**src/rtl/ps2_lane_key_decoder.sv**
```systemverilog
// PS/2 set-2 byte stream to per-lane press/release events, held bitmap and BCD press count.
module ps2_lane_key_decoder #(
    parameter logic [7:0]  KEY_CODE_0     = 8'h1C,
    parameter logic [7:0]  KEY_CODE_1     = 8'h1B,
    parameter logic [7:0]  KEY_CODE_2     = 8'h23,
    parameter logic [7:0]  KEY_CODE_3     = 8'h2B,
    parameter int unsigned PREFIX_TIMEOUT = 100000,
    parameter int unsigned TO_W           = 17
) (
    input  logic       CLOCK_50,
    input  logic       reset,
    input  logic [7:0] ps2_key_data,
    input  logic       ps2_key_pressed,
    output logic [3:0] lane_press,
    output logic [3:0] lane_release,
    output logic [3:0] lane_held,
    output logic       event_valid,
    output logic [1:0] last_lane,
    output logic [3:0] press_ones,
    output logic [3:0] press_tens
);

    localparam logic [7:0]      BREAK_CODE = 8'hF0;
    localparam logic [7:0]      EXT_CODE   = 8'hE0;
    localparam logic [TO_W-1:0] TO_LAST    = TO_W'(PREFIX_TIMEOUT - 1);

    typedef enum logic [1:0] {
        S_IDLE      = 2'd0,
        S_BREAK     = 2'd1,
        S_EXT       = 2'd2,
        S_EXT_BREAK = 2'd3
    } state_e;

    state_e          state_q, state_d;
    logic [TO_W-1:0] to_q, to_d;
    logic [3:0]      held_q, held_d;
    logic [3:0]      press_q, press_d;
    logic [3:0]      release_q, release_d;
    logic            event_q, event_d;
    logic [1:0]      last_q, last_d;
    logic [3:0]      ones_q, ones_d;
    logic [3:0]      tens_q, tens_d;

    logic            lane_hit_c;
    logic [1:0]      lane_idx_c;

    // Map the incoming byte to a lane index
    always_comb begin
        lane_hit_c = 1'b1;
        lane_idx_c = 2'd0;
        if (ps2_key_data == KEY_CODE_0) begin
            lane_idx_c = 2'd0;
        end else if (ps2_key_data == KEY_CODE_1) begin
            lane_idx_c = 2'd1;
        end else if (ps2_key_data == KEY_CODE_2) begin
            lane_idx_c = 2'd2;
        end else if (ps2_key_data == KEY_CODE_3) begin
            lane_idx_c = 2'd3;
        end else begin
            lane_hit_c = 1'b0;
        end
    end

    // Sequence parser, lane actions, press counter and prefix timeout
    always_comb begin
        state_d   = state_q;
        to_d      = to_q;
        held_d    = held_q;
        press_d   = 4'b0000;
        release_d = 4'b0000;
        last_d    = last_q;
        ones_d    = ones_q;
        tens_d    = tens_q;

        if (ps2_key_pressed) begin
            to_d = '0;
            unique case (state_q)
                S_IDLE: begin
                    if (ps2_key_data == BREAK_CODE) begin
                        state_d = S_BREAK;
                    end else if (ps2_key_data == EXT_CODE) begin
                        state_d = S_EXT;
                    end else if (lane_hit_c && !held_q[lane_idx_c]) begin
                        // Fresh make; repeats of a held key are typematic and dropped
                        held_d[lane_idx_c]  = 1'b1;
                        press_d[lane_idx_c] = 1'b1;
                        last_d              = lane_idx_c;
                        if (ones_q == 4'd9) begin
                            ones_d = 4'd0;
                            tens_d = (tens_q == 4'd9) ? 4'd0 : 4'(tens_q + 4'd1);
                        end else begin
                            ones_d = 4'(ones_q + 4'd1);
                        end
                    end
                end
                S_BREAK: begin
                    if (lane_hit_c) begin
                        state_d = S_IDLE;
                        if (held_q[lane_idx_c]) begin
                            held_d[lane_idx_c]    = 1'b0;
                            release_d[lane_idx_c] = 1'b1;
                        end
                    end else if (ps2_key_data == BREAK_CODE) begin
                        state_d = S_BREAK;
                    end else if (ps2_key_data == EXT_CODE) begin
                        state_d = S_EXT;
                    end else begin
                        state_d = S_IDLE;
                    end
                end
                S_EXT: begin
                    if (ps2_key_data == BREAK_CODE) begin
                        state_d = S_EXT_BREAK;
                    end else if (ps2_key_data == EXT_CODE) begin
                        state_d = S_EXT;
                    end else begin
                        state_d = S_IDLE;
                    end
                end
                S_EXT_BREAK: begin
                    state_d = S_IDLE;
                end
                default: begin
                    state_d = S_IDLE;
                end
            endcase
        end else if (state_q == S_IDLE) begin
            to_d = '0;
        end else if (to_q == TO_LAST) begin
            // Abandon a prefix whose follow-up byte never arrived
            state_d = S_IDLE;
            to_d    = '0;
        end else begin
            to_d = TO_W'(to_q + TO_W'(1));
        end

        event_d = |press_d;
    end

    // State and output registers with synchronous reset
    always_ff @(posedge CLOCK_50) begin
        if (reset) begin
            state_q   <= S_IDLE;
            to_q      <= '0;
            held_q    <= 4'b0000;
            press_q   <= 4'b0000;
            release_q <= 4'b0000;
            event_q   <= 1'b0;
            last_q    <= 2'd0;
            ones_q    <= 4'd0;
            tens_q    <= 4'd0;
        end else begin
            state_q   <= state_d;
            to_q      <= to_d;
            held_q    <= held_d;
            press_q   <= press_d;
            release_q <= release_d;
            event_q   <= event_d;
            last_q    <= last_d;
            ones_q    <= ones_d;
            tens_q    <= tens_d;
        end
    end

    assign lane_press   = press_q;
    assign lane_release = release_q;
    assign lane_held    = held_q;
    assign event_valid  = event_q;
    assign last_lane    = last_q;
    assign press_ones   = ones_q;
    assign press_tens   = tens_q;

endmodule

```
**config.mk**
```make
export PLATFORM = sky130hd
export DESIGN_NAME = ps2_lane_key_decoder
export DESIGN_NICKNAME = d
export VERILOG_FILES = /design/src/rtl/ps2_lane_key_decoder.sv
export SDC_FILE = /design/constraint.sdc
export NUM_CORES = 1
export LEC_CHECK = 0
export CAP_MARGIN = 20
export CORE_MARGIN = 2
export CORE_UTILIZATION = 47
export DETAILED_ROUTE_END_ITERATION = 12
export PLACE_DENSITY = 0.85
export SYNTH_ARGS = -nofsm -noshare
export SYNTH_HDL_FRONTEND = slang
export SYNTH_SLANG_ARGS = --single-unit
```
**constraint.sdc**
```tcl
create_clock -name CLOCK_50 -period 2.5 [get_ports CLOCK_50]
set_input_delay 0.5 -clock CLOCK_50 [delete_from_list [all_inputs] [get_ports CLOCK_50]]
set_output_delay 0.5 -clock CLOCK_50 [all_outputs]
set_load 0.01 [all_outputs]
```
==> run summary, run 1 <==
Detailed Routing Iterations Pass 1 -> 4
Count of maximum capacitance violations -> 0
Total wire length -> 4945 um
Remaining number of nets flagged by the antenna check after routing -> 0
Fin crit period -> 2433 ps
Worst path top cell family by delay -> simple AND/OR/NAND/NOR gates
Routability cong. -> 0.8809
# clock sinks -> 42
Maximum number of pins on one net before global-route repair -> 15
Buffers and inverters on the worst path -> 1
Number of standard-cell rows in the floorplan -> 23
Initial core utilization -> 49.13%
Number of instances in the synthesized netlist -> 233
Number of cells on the worst hold path -> 1
Origin of the worst setup path -> ps2_key_data[6]
Number of clock buffers inserted by TritonCTS -> 5
Summed instance area of the synthesized netlist -> 1979 um^2
Largest voltage drop on the vdd net -> 0.2437 mV
Number of failing hold endpoints at the final stage -> 0
Async set or reset register ratio after synthesis -> 0%
Util after Layout -> 65.81%
Buffer levels on the longest clock path -> 2
Number of synthesized register bits -> 42
Layout overhead on the synthesized area -> 33.94%
Number of standard cells in the layout, taps in and fillers out -> 344
Maximum cell stage delay along the critical path -> 540 ps
Placed Cells incl. Taps -> 336
Most used flip-flop cell after synthesis -> sky130_fd_sc_hd__dfxtp_1
Clock tree from TritonCTS -> built
Transition at the pin with the smallest max-transition slack -> 531.4 ps
Residual DRC -> 0
FMAX -> 0.4111 GHz
Cell count along the critical path -> 6
Worst-case reg-to-reg path depth -> 6
Fraction of the yosys area taken by sequential cells -> 42.48%
Power, Total -> 0.001175 W
# diodes -> 0
Net count of the finished layout -> 305
Number of antenna violations at the first check in global routing -> 0
Static leakage -> 0.9661 nW
Top Ports -> 34
Worst Hold Margin -> 480.2 ps
Clock network latency to the later pin of the worst-skew pair -> 300 ps
Distinct cells, synth -> 48
Routed len/inst -> 14.38 um
RSZ-0062 raised after global routing -> false
Post-synth EDFFs -> 0
CTS Root Buffer Type -> sky130_fd_sc_hd__clkbuf_8
Crit-path slowest cell -> sky130_fd_sc_hd__or4b_4
Height of the die -> 68.90 um
Required arrival time at the worst endpoint -> 2670 ps
Number of global-route vias before repair -> 1772
HP Start -> to_q[0]
Total track usage -> 22.54%
Count of routing violations after the opening detailed-route iteration -> 176
Startpoint class of the critical path -> input port
Clock skew after layout -> 5.377 ps
Worst min-delay path category -> reg2reg
Data arrival, critical path -> 2600 ps
Routed vias -> 1949
Worst R2R Start -> to_q[13]
Largest fanout of any net on the critical path -> 7
Post-DP HPWL -> 3580 um
Pwr dens -> 443.3 nW/um^2
Max-slew headroom -> 64.25%
Clock-pin slew reported for the worst setup and hold paths after clock tree synthesis -> 80 ps
Cells traversed along the worst timing path -> dlygate4sd2_1, or4b_4, or4_4, o21a_4, a2111oi_0, o32ai_1
Routed via count divided by cell count -> 5.666
Mapped Nets -> 245
Die Outline Area -> 4747 um^2
Worst setup path class -> in2reg
Status -> finished clean
Grt ovf -> 0
Wire length of the first global-routing pass -> 7866 um
Count of synthesis-stage warnings from yosys -> 0
Share of the clock period used by the worst path after layout -> 97.30%
Final-report setup violation count -> 0
Buffers inserted during post-CTS setup optimization -> 0
Average size of a mapped cell -> 8.495 um^2
Count of port buffers added during placement -> 33
H-Tree Depth -> 2
Proportion of layout cells with a drive suffix above 1 -> 15.31%
Worst Setup End Kind -> flip-flop
Placeable core area -> 4029 um^2
Final max-slew violation count -> 0
Width of the die -> 68.90 um
[power breakdown]
part	internal (W)	switching [W]	total, W
sequential	0.000668	0.000000419	0.000669
clock	0.000197	0.000236	0.000434
combinational	0.0000373	0.0000355	0.0000728
total	0.000903	0.000272	0.00118
[through the flow]
stage               TNS (ps)  worst slack (ps)  cell area (um^2)
floorplan                  0             2.049              1979
global placement       -5124            -478.5              2555
detailed placement     -5614            -498.7              2555
CTS                        0             104.9              2644
global route               0             12.15              2651
finish                     0             67.50              2651
[path summary, 6_finish.rpt]
path | slack (ps) | to
max reg2reg | 420 | to_q[12]
min reg2reg | 480 | to_q[0]
min | 480 | to_q[0]
max | 70 | press_ones[3]
[synthesized netlist by cell type, types with 3 or more instances]
master	number	area [um^2]
sky130_fd_sc_hd__o21ai_0	7	35.03
sky130_fd_sc_hd__xnor2_1	7	61.31
sky130_fd_sc_hd__nand2_1	13	48.80
sky130_fd_sc_hd__nor4b_1	3	26.28
sky130_fd_sc_hd__nand2b_1	3	18.77
sky130_fd_sc_hd__and3_1	4	25.02
sky130_fd_sc_hd__nand3_1	17	85.08
sky130_fd_sc_hd__nor2_1	30	112.6
sky130_fd_sc_hd__inv_1	7	26.28
sky130_fd_sc_hd__xor2_1	9	78.83
sky130_fd_sc_hd__a21oi_1	10	50.05
sky130_fd_sc_hd__nand4_1	3	18.77
sky130_fd_sc_hd__a211oi_1	3	22.52
sky130_fd_sc_hd__clkbuf_1	8	30.03
sky130_fd_sc_hd__nor3_1	12	60.06
sky130_fd_sc_hd__nor4_1	4	25.02
sky130_fd_sc_hd__dfxtp_1	42	840.8
sky130_fd_sc_hd__nor2b_1	6	37.54
sky130_fd_sc_hd__a31oi_1	3	18.77
sky130_fd_sc_hd__or2_2	3	18.77
[final cells by class]
cell class | count | area, um^2
flip-flops and latches | 42 | 840.8
clock inverters | 2 | 13.76
inverters | 7 | 26.28
fillers | 332 | 1378
repair buffers | 62 | 543.0
well taps | 50 | 62.56
multi-input cells | 175 | 1092
clock buffers | 6 | 72.57
[sequential cells by signal, summed over array words and instances (netlist names), named ones only]
| name | flops |
|---|---|
| lane_press | 4 |
| press_tens | 4 |
| press_ones | 4 |
| event_valid | 1 |
| last_lane | 2 |
| lane_release | 4 |
| state_q | 2 |
| to_q | 17 |
[cell families after synthesis]
logic type                 count (synthesis)  synth area share [%]
muxes                                      2                 1.075
and+or+nand+nor                          113                 30.72
AOI/OAI and AO/OA                         43                 14.92
xor gates and xnor gates                  16                 7.080
adders and majority gates                  1                0.6320
DFF                                       42                 42.48
buffers and inverters                     16                 3.097
[worst register-to-register path, cell delays in order, from the launching register on]
cell and delay, ps:
sky130_fd_sc_hd__dfxtp_1 340, sky130_fd_sc_hd__or4b_2 670, sky130_fd_sc_hd__nor4_1 340, sky130_fd_sc_hd__a41oi_1 250, sky130_fd_sc_hd__nand2_1 140, sky130_fd_sc_hd__buf_4 160, sky130_fd_sc_hd__nor2_1 60
[what timing repair did]
item	in CTS	in global routing
pin swaps	6	1
hold buffers	0	0
setup endpoints to repair	7	2
resized for setup	6	1
[layer usage]
metal | vias to the layer above | share of wire (%) | GRT usage (%)
li1 | 970 | - | -
met1 | 918 | 46 | 28.92
met2 | 54 | 47 | 37.02
met3 | 7 | 5.6 | 6.331
met4 | 0 | 1.1 | 6.373
met5 | - | 0 | 0
[cells in the final DEF, fill, tap and decap left out, drive strengths merged, types with 3 or more instances in the layout]
cell / count
clkdlybuf4s50: 29
clkbuf: 6
o21ai: 8
nand2: 13
nand4: 3
a211oi: 3
nor3: 12
nor2: 30
nor4: 4
xnor2: 7
dlygate4sd2: 4
nor4b: 3
dfxtp: 42
or2: 3
buf: 29
xor2: 9
and3: 4
nand3: 17
nand2b: 3
or4: 3
inv: 7
a31oi: 3
nor2b: 6
a21oi: 10
No activity file was read; power rests on OpenSTA's default activity.
==> run 2, diff against run 1 <==
--- a/config.mk
+++ b/config.mk
@@ -7,9 +7,10 @@
 export LEC_CHECK = 0
 export CAP_MARGIN = 20
 export CORE_MARGIN = 2
-export CORE_UTILIZATION = 47
+export CORE_UTILIZATION = 50
 export DETAILED_ROUTE_END_ITERATION = 12
-export PLACE_DENSITY = 0.85
+export PLACE_DENSITY = 0.86
+export SKIP_CTS_REPAIR_TIMING = 1
 export SYNTH_ARGS = -nofsm -noshare
 export SYNTH_HDL_FRONTEND = slang
 export SYNTH_SLANG_ARGS = --single-unit
==> constraint.sdc (replaced) <==
create_clock -name CLOCK_50 -period 2.95 [get_ports CLOCK_50]
set_input_delay 0.59 -clock CLOCK_50 [delete_from_list [all_inputs] [get_ports CLOCK_50]]
set_output_delay 0.59 -clock CLOCK_50 [all_outputs]
set_load 0.01 [all_outputs]
==> run summary, run 2 (same netlist as run 1, synthesis figures left out) <==
Status -> finished clean
Largest fanout of any net on the critical path -> 7
Number of global-route vias before repair -> 1748
Top register by number of flip-flops -> to_q
Count of routing violations after the opening detailed-route iteration -> 113
Switch Pwr -> 0.0002346 W
FMAX -> 0.3587 GHz
Initial core utilization -> 52.87%
Most frequent standard cell in the layout excluding fill and tap cells -> sky130_fd_sc_hd__dfxtp_1
Top Ports -> 34
Clock network fraction of total power -> 42.6%
Final std cell area, no fill -> 2576 um^2
Detailed Routing Iterations Pass 1 -> 4
Largest register FFs -> 17
CTS Root Buffer Type -> sky130_fd_sc_hd__clkbuf_8
Maximum cell stage delay along the critical path -> 560 ps
Total track usage -> 22.87%
Static leakage -> 0.9070 nW
Footprint of the multi-input gates -> 1079 um^2
Worst Setup End Kind -> flip-flop
Worst path top cell family by delay -> simple AND/OR/NAND/NOR gates
Maximum number of pins on one net before global-route repair -> 25
Proportion of layout cells with a drive suffix above 1 -> 11.35%
Height of the die -> 66.92 um
Count of port buffers added during placement -> 33
Width of the die -> 66.92 um
Commonest cells after routing, fill and taps aside -> sky130_fd_sc_hd__dfxtp_1, sky130_fd_sc_hd__clkdlybuf4s50_1, sky130_fd_sc_hd__nor2_1
Transition at the pin with the smallest max-transition slack -> 599.6 ps
Number of failing hold endpoints at the final stage -> 0
Routability cong. -> 0.8732
Switching share of total power -> 21.69%
Internal portion of total power -> 0.0008471 W
Wire length of the first global-routing pass -> 7852 um
Number of clock buffers inserted by TritonCTS -> 5
Layout overhead on the synthesized area -> 30.15%
Fin crit period -> 2788 ps
Final-report setup violation count -> 0
Number of antenna violations at the first check in global routing -> 0
Post-Route Setup TNS -> 0 ps
Max-slew headroom -> 59.66%
Cells traversed along the worst timing path -> clkdlybuf4s50_1, or4b_4, or4_4, o21a_1, a2111oi_1, o32ai_1
Area after detailed placement -> 2462 um^2
RSZ-0062 raised after global routing -> false
Filler cells -> 321
Post-DP HPWL -> 3324 um
Routed len/inst -> 13.95 um
Count of maximum capacitance violations -> 0
Sequential group share of total power -> 52.4%
Final max-slew violation count -> 0
Worst setup path class -> in2reg
Number of cells on the worst hold path -> 1
Worst R2R Start -> to_q[13]
Buffers and inverters on the worst path -> 1
Startpoint class of the critical path -> input port
Remaining number of nets flagged by the antenna check after routing -> 0
HP Start -> to_q[0]
# diodes -> 0
Residual DRC -> 0
Worst-case reg-to-reg path depth -> 5
Capture point of the worst reg-to-reg path -> to_q[13]
Required arrival time at the worst endpoint -> 3110 ps
Data arrival, critical path -> 2950 ps
Crit-path slowest cell -> sky130_fd_sc_hd__or4b_4
Die Outline Area -> 4478 um^2
H-Tree Depth -> 2
Total wire length -> 4605 um
Worst-case register-to-register setup slack -> 690 ps
Routed vias -> 1872
Routed via count divided by cell count -> 5.673
Clock tree from TritonCTS -> built
Placeable core area -> 3744 um^2
Buffer levels on the longest clock path -> 2
Grt ovf -> 0
Net count of the finished layout -> 293
Worst min-delay path category -> reg2reg
# clock sinks -> 42
Pwr dens -> 419.9 nW/um^2
Number of standard-cell rows in the floorplan -> 22
Clock skew after layout -> 2.262 ps
Hold Path Sink -> to_q[0]
Clock network latency to the later pin of the worst-skew pair -> 300 ps
Share of the clock period used by the worst path after layout -> 94.51%
Share of total power in combinational logic -> 5.0%
Area used by sequential logic in the layout -> 840.8 um^2
Clock-pin slew reported for the worst setup and hold paths after clock tree synthesis -> 80 ps
Largest voltage drop on the vdd net -> 0.2568 mV
run 2: worst max-delay path by stage:
stage | startpoint | to | slack (ps) | cells past startpoint
after floorplan | ps2_key_data[7] | press_ones[3] | 360 | 6
after global routing | ps2_key_data[4] | press_ones[3] | 70 | 6
final | ps2_key_data[7] | press_ones[3] | 160 | 6
after detailed placement | ps2_key_data[7] | press_tens[1] | -120 | 6
after CTS | ps2_key_data[7] | press_ones[3] | 110 | 6
after global placement | ps2_key_data[4] | press_tens[1] | -110 | 6
run 2: metal layers:
layer / routed length, um / part of all wire [%] / GRT usage, %
met1: 2186 / 47 / 29.88
met5: 0 / 0 / 0
met4: 30 / 0.65 / 4.337
met2: 2153 / 47 / 38.25
met3: 234 / 5.1 / 5.743
run 2: worst register-to-register path, stage by stage, from the launching register on:
cell	delay [ps]
sky130_fd_sc_hd__dfxtp_1	350
sky130_fd_sc_hd__or4b_2	670
sky130_fd_sc_hd__nor4_1	310
sky130_fd_sc_hd__a41oi_1	250
sky130_fd_sc_hd__nand2_1	440
sky130_fd_sc_hd__nor2_1	110
run 2: power groups by stage:
stage / Sequential, W / Combinational, W / Clock (W)
floorplan: 0.000580 / 0.0000222 / 0
global placement: 0.000580 / 0.0000524 / 0
detailed placement: 0.000580 / 0.0000534 / 0
CTS: 0.000567 / 0.0000537 / 0.000468
global route: 0.000567 / 0.0000589 / 0.000489
finish: 0.000567 / 0.0000544 / 0.000461
run 2: cell type report:
cell class              instances  area share, %
repair buffers                 50          17.78
inverters                       7          1.020
multi-input cells             175          41.86
clock buffers                   5          2.671
clock inverters                 3          1.700
well taps                      48          2.331
flip-flops and latches         42          32.64
run 2: through the flow:
stage | std cells | worst slack, ps | hold slack, ps | util, % | total power (W)
after CTS | 330 | 111.2 | 482.1 | 68.78 | 0.001088
final | 330 | 162.1 | 476.4 | 68.82 | 0.001082
after global routing | 330 | 66.63 | 511.3 | 68.82 | 0.001115
after global placement | 322 | -106.9 | 445.9 | 65.78 | 0.0006327
after detailed placement | 322 | -122.2 | 462.2 | 65.78 | 0.0006337
after floorplan | 233 | 362.0 | 429.5 | - | 0.0006026
==> run 3, diff against run 2 <==
--- a/config.mk
+++ b/config.mk
@@ -7,9 +7,9 @@
 export LEC_CHECK = 0
 export CAP_MARGIN = 20
 export CORE_MARGIN = 2
-export CORE_UTILIZATION = 50
+export CORE_UTILIZATION = 24
 export DETAILED_ROUTE_END_ITERATION = 12
-export PLACE_DENSITY = 0.86
+export PLACE_DENSITY = 0.52
 export SKIP_CTS_REPAIR_TIMING = 1
 export SYNTH_ARGS = -nofsm -noshare
 export SYNTH_HDL_FRONTEND = slang
==> run summary, run 3 (same netlist as run 1, synthesis figures left out) <==
Status -> finished clean
Count of routing violations after the opening detailed-route iteration -> 109
Setup WS pre-CTS -> -150.6 ps
Post-DP HPWL -> 3662 um
Number of clock buffers inserted by TritonCTS -> 5
Routed via count divided by cell count -> 4.776
Top Ports -> 34
Wire length of the first global-routing pass -> 8073 um
CTS Root Buffer Type -> sky130_fd_sc_hd__clkbuf_8
Layout overhead on the synthesized area -> 32.74%
Number of cells on the worst hold path -> 1
Placeable core area -> 8093 um^2
# clock sinks -> 42
Detailed Routing Iterations Pass 1 -> 4
Largest voltage drop on the vdd net -> 0.1513 mV
# diodes -> 0
Routed len/inst -> 12.62 um
RSZ-0062 raised after global routing -> false
PnR worst setup slack -> 155.4 ps
Commonest cells after routing, fill and taps aside -> sky130_fd_sc_hd__dfxtp_1, sky130_fd_sc_hd__clkdlybuf4s50_1, sky130_fd_sc_hd__nor2_1
Required arrival time at the worst endpoint -> 3170 ps
Routability cong. -> 0.8181
Width of the die -> 94.82 um
Total track usage -> 11.35%
FMAX -> 0.3578 GHz
Data arrival, critical path -> 3020 ps
Placed Cells incl. Taps -> 380
Startpoint class of the critical path -> input port
Count of port buffers added during placement -> 33
Net count of the finished layout -> 294
Worst setup path class -> in2reg
Worst-case reg-to-reg path depth -> 5
Largest register FFs -> 17
HP Start -> to_q[0]
Worst Setup End Kind -> flip-flop
Transition at the pin with the smallest max-transition slack -> 601.3 ps
Worst min-delay path category -> reg2reg
Routed vias -> 1853
Height of the die -> 94.82 um
Worst-case register-to-register setup slack -> 680 ps
Pwr dens -> 374.7 nW/um^2
Largest fanout of any net on the critical path -> 7
Number of failing hold endpoints at the final stage -> 0
Max-slew headroom -> 59.54%
Clock tree from TritonCTS -> built
Die Outline Area -> 8990 um^2
Capture point of the worst reg-to-reg path -> to_q[13]
Buffer levels on the longest clock path -> 2
Clock network latency to the later pin of the worst-skew pair -> 290 ps
Maximum number of pins on one net before global-route repair -> 17
Remaining number of nets flagged by the antenna check after routing -> 0
Number of standard-cell rows in the floorplan -> 33
Number of global-route vias before repair -> 1775
Final max-slew violation count -> 0
Fin crit period -> 2795 ps
Initial core utilization -> 24.46%
Most frequent standard cell in the layout excluding fill and tap cells -> sky130_fd_sc_hd__dfxtp_1
Residual DRC -> 0
H-Tree Depth -> 2
Share of the clock period used by the worst path after layout -> 94.73%
Static leakage -> 0.8984 nW
Number of antenna violations at the first check in global routing -> 0
Grt ovf -> 0
Worst R2R Start -> to_q[13]
Total wire length -> 4896 um
Count of maximum capacitance violations -> 0
Hold Path Sink -> to_q[0]
Proportion of layout cells with a drive suffix above 1 -> 11.31%
Number of standard cells in the layout, taps in and fillers out -> 388
Clock-pin slew reported for the worst setup and hold paths after clock tree synthesis -> 80 ps
Final-report setup violation count -> 0
Top register by number of flip-flops -> to_q
Clock skew after layout -> 7.413 ps
-- run 3: worst max-delay path, stage by stage --
cell and delay (ps):
sky130_fd_sc_hd__clkdlybuf4s50_1 420, sky130_fd_sc_hd__or4b_4 550, sky130_fd_sc_hd__or4_4 530, sky130_fd_sc_hd__o21a_1 260, sky130_fd_sc_hd__or4_1 520, sky130_fd_sc_hd__a21oi_1 140
-- run 3: report_power, final --
group	total [W]	switching, W	leakage, nW	internal (W)
Combinational	0.0000566	0.0000286	0.515	0.0000281
Sequential	0.000567	0.000000359	0.338	0.000567
Clock	0.000361	0.000194	0.0452	0.000167
Total	0.000984	0.000223	0.898	0.000762
-- run 3: stage by stage --
| step | cell area [um^2] | setup TNS [ps] | hold WS, ps | power, W | utilization [%] |
|---|---|---|---|---|---|
| 2_1_floorplan | 1979 | 0 | 429.5 | 0.0006026 | - |
| 3_3_place_gp | 2541 | -361.4 | 447.8 | 0.0006364 | 31.40 |
| 3_5_place_dp | 2541 | -534.7 | 452.6 | 0.0006362 | 31.40 |
| 4_1_cts | 2628 | 0 | 473.0 | 0.001004 | 32.47 |
| 5_1_grt | 2628 | 0 | 501.4 | 0.001027 | 32.47 |
| 6_report | 2628 | 0 | 467.4 | 0.0009844 | 32.47 |
-- run 3: worst max-delay path by stage --
stage | start | end | slack [ps]
2_1_floorplan | ps2_key_data[7] | press_ones[3] | 360
3_3_place_gp | ps2_key_data[7] | press_tens[1] | -130
3_5_place_dp | ps2_key_data[7] | press_tens[0] | -150
4_1_cts | ps2_key_data[7] | press_tens[1] | 160
5_1_grt | ps2_key_data[7] | press_tens[1] | 50
6_report | ps2_key_data[7] | press_tens[1] | 160
-- run 3: routing by layer --
| metal | global-route usage, % | wire [um] |
|---|---|---|
| met1 | 15.87 | 2375 |
| met2 | 17.08 | 2082 |
| met3 | 3.033 | 396 |
| met4 | 3.261 | 40 |
| met5 | 0 | 0 |
-- run 3: cell type report --
class	instances	area, um^2
fill	857	5465
multi-input combinational	175	1077
sequential	42	840.8
timing repair buffer	51	465.4
tap	105	131.4
clock buffer	6	72.57
inverter	7	26.28
clock inverter	2	13.76
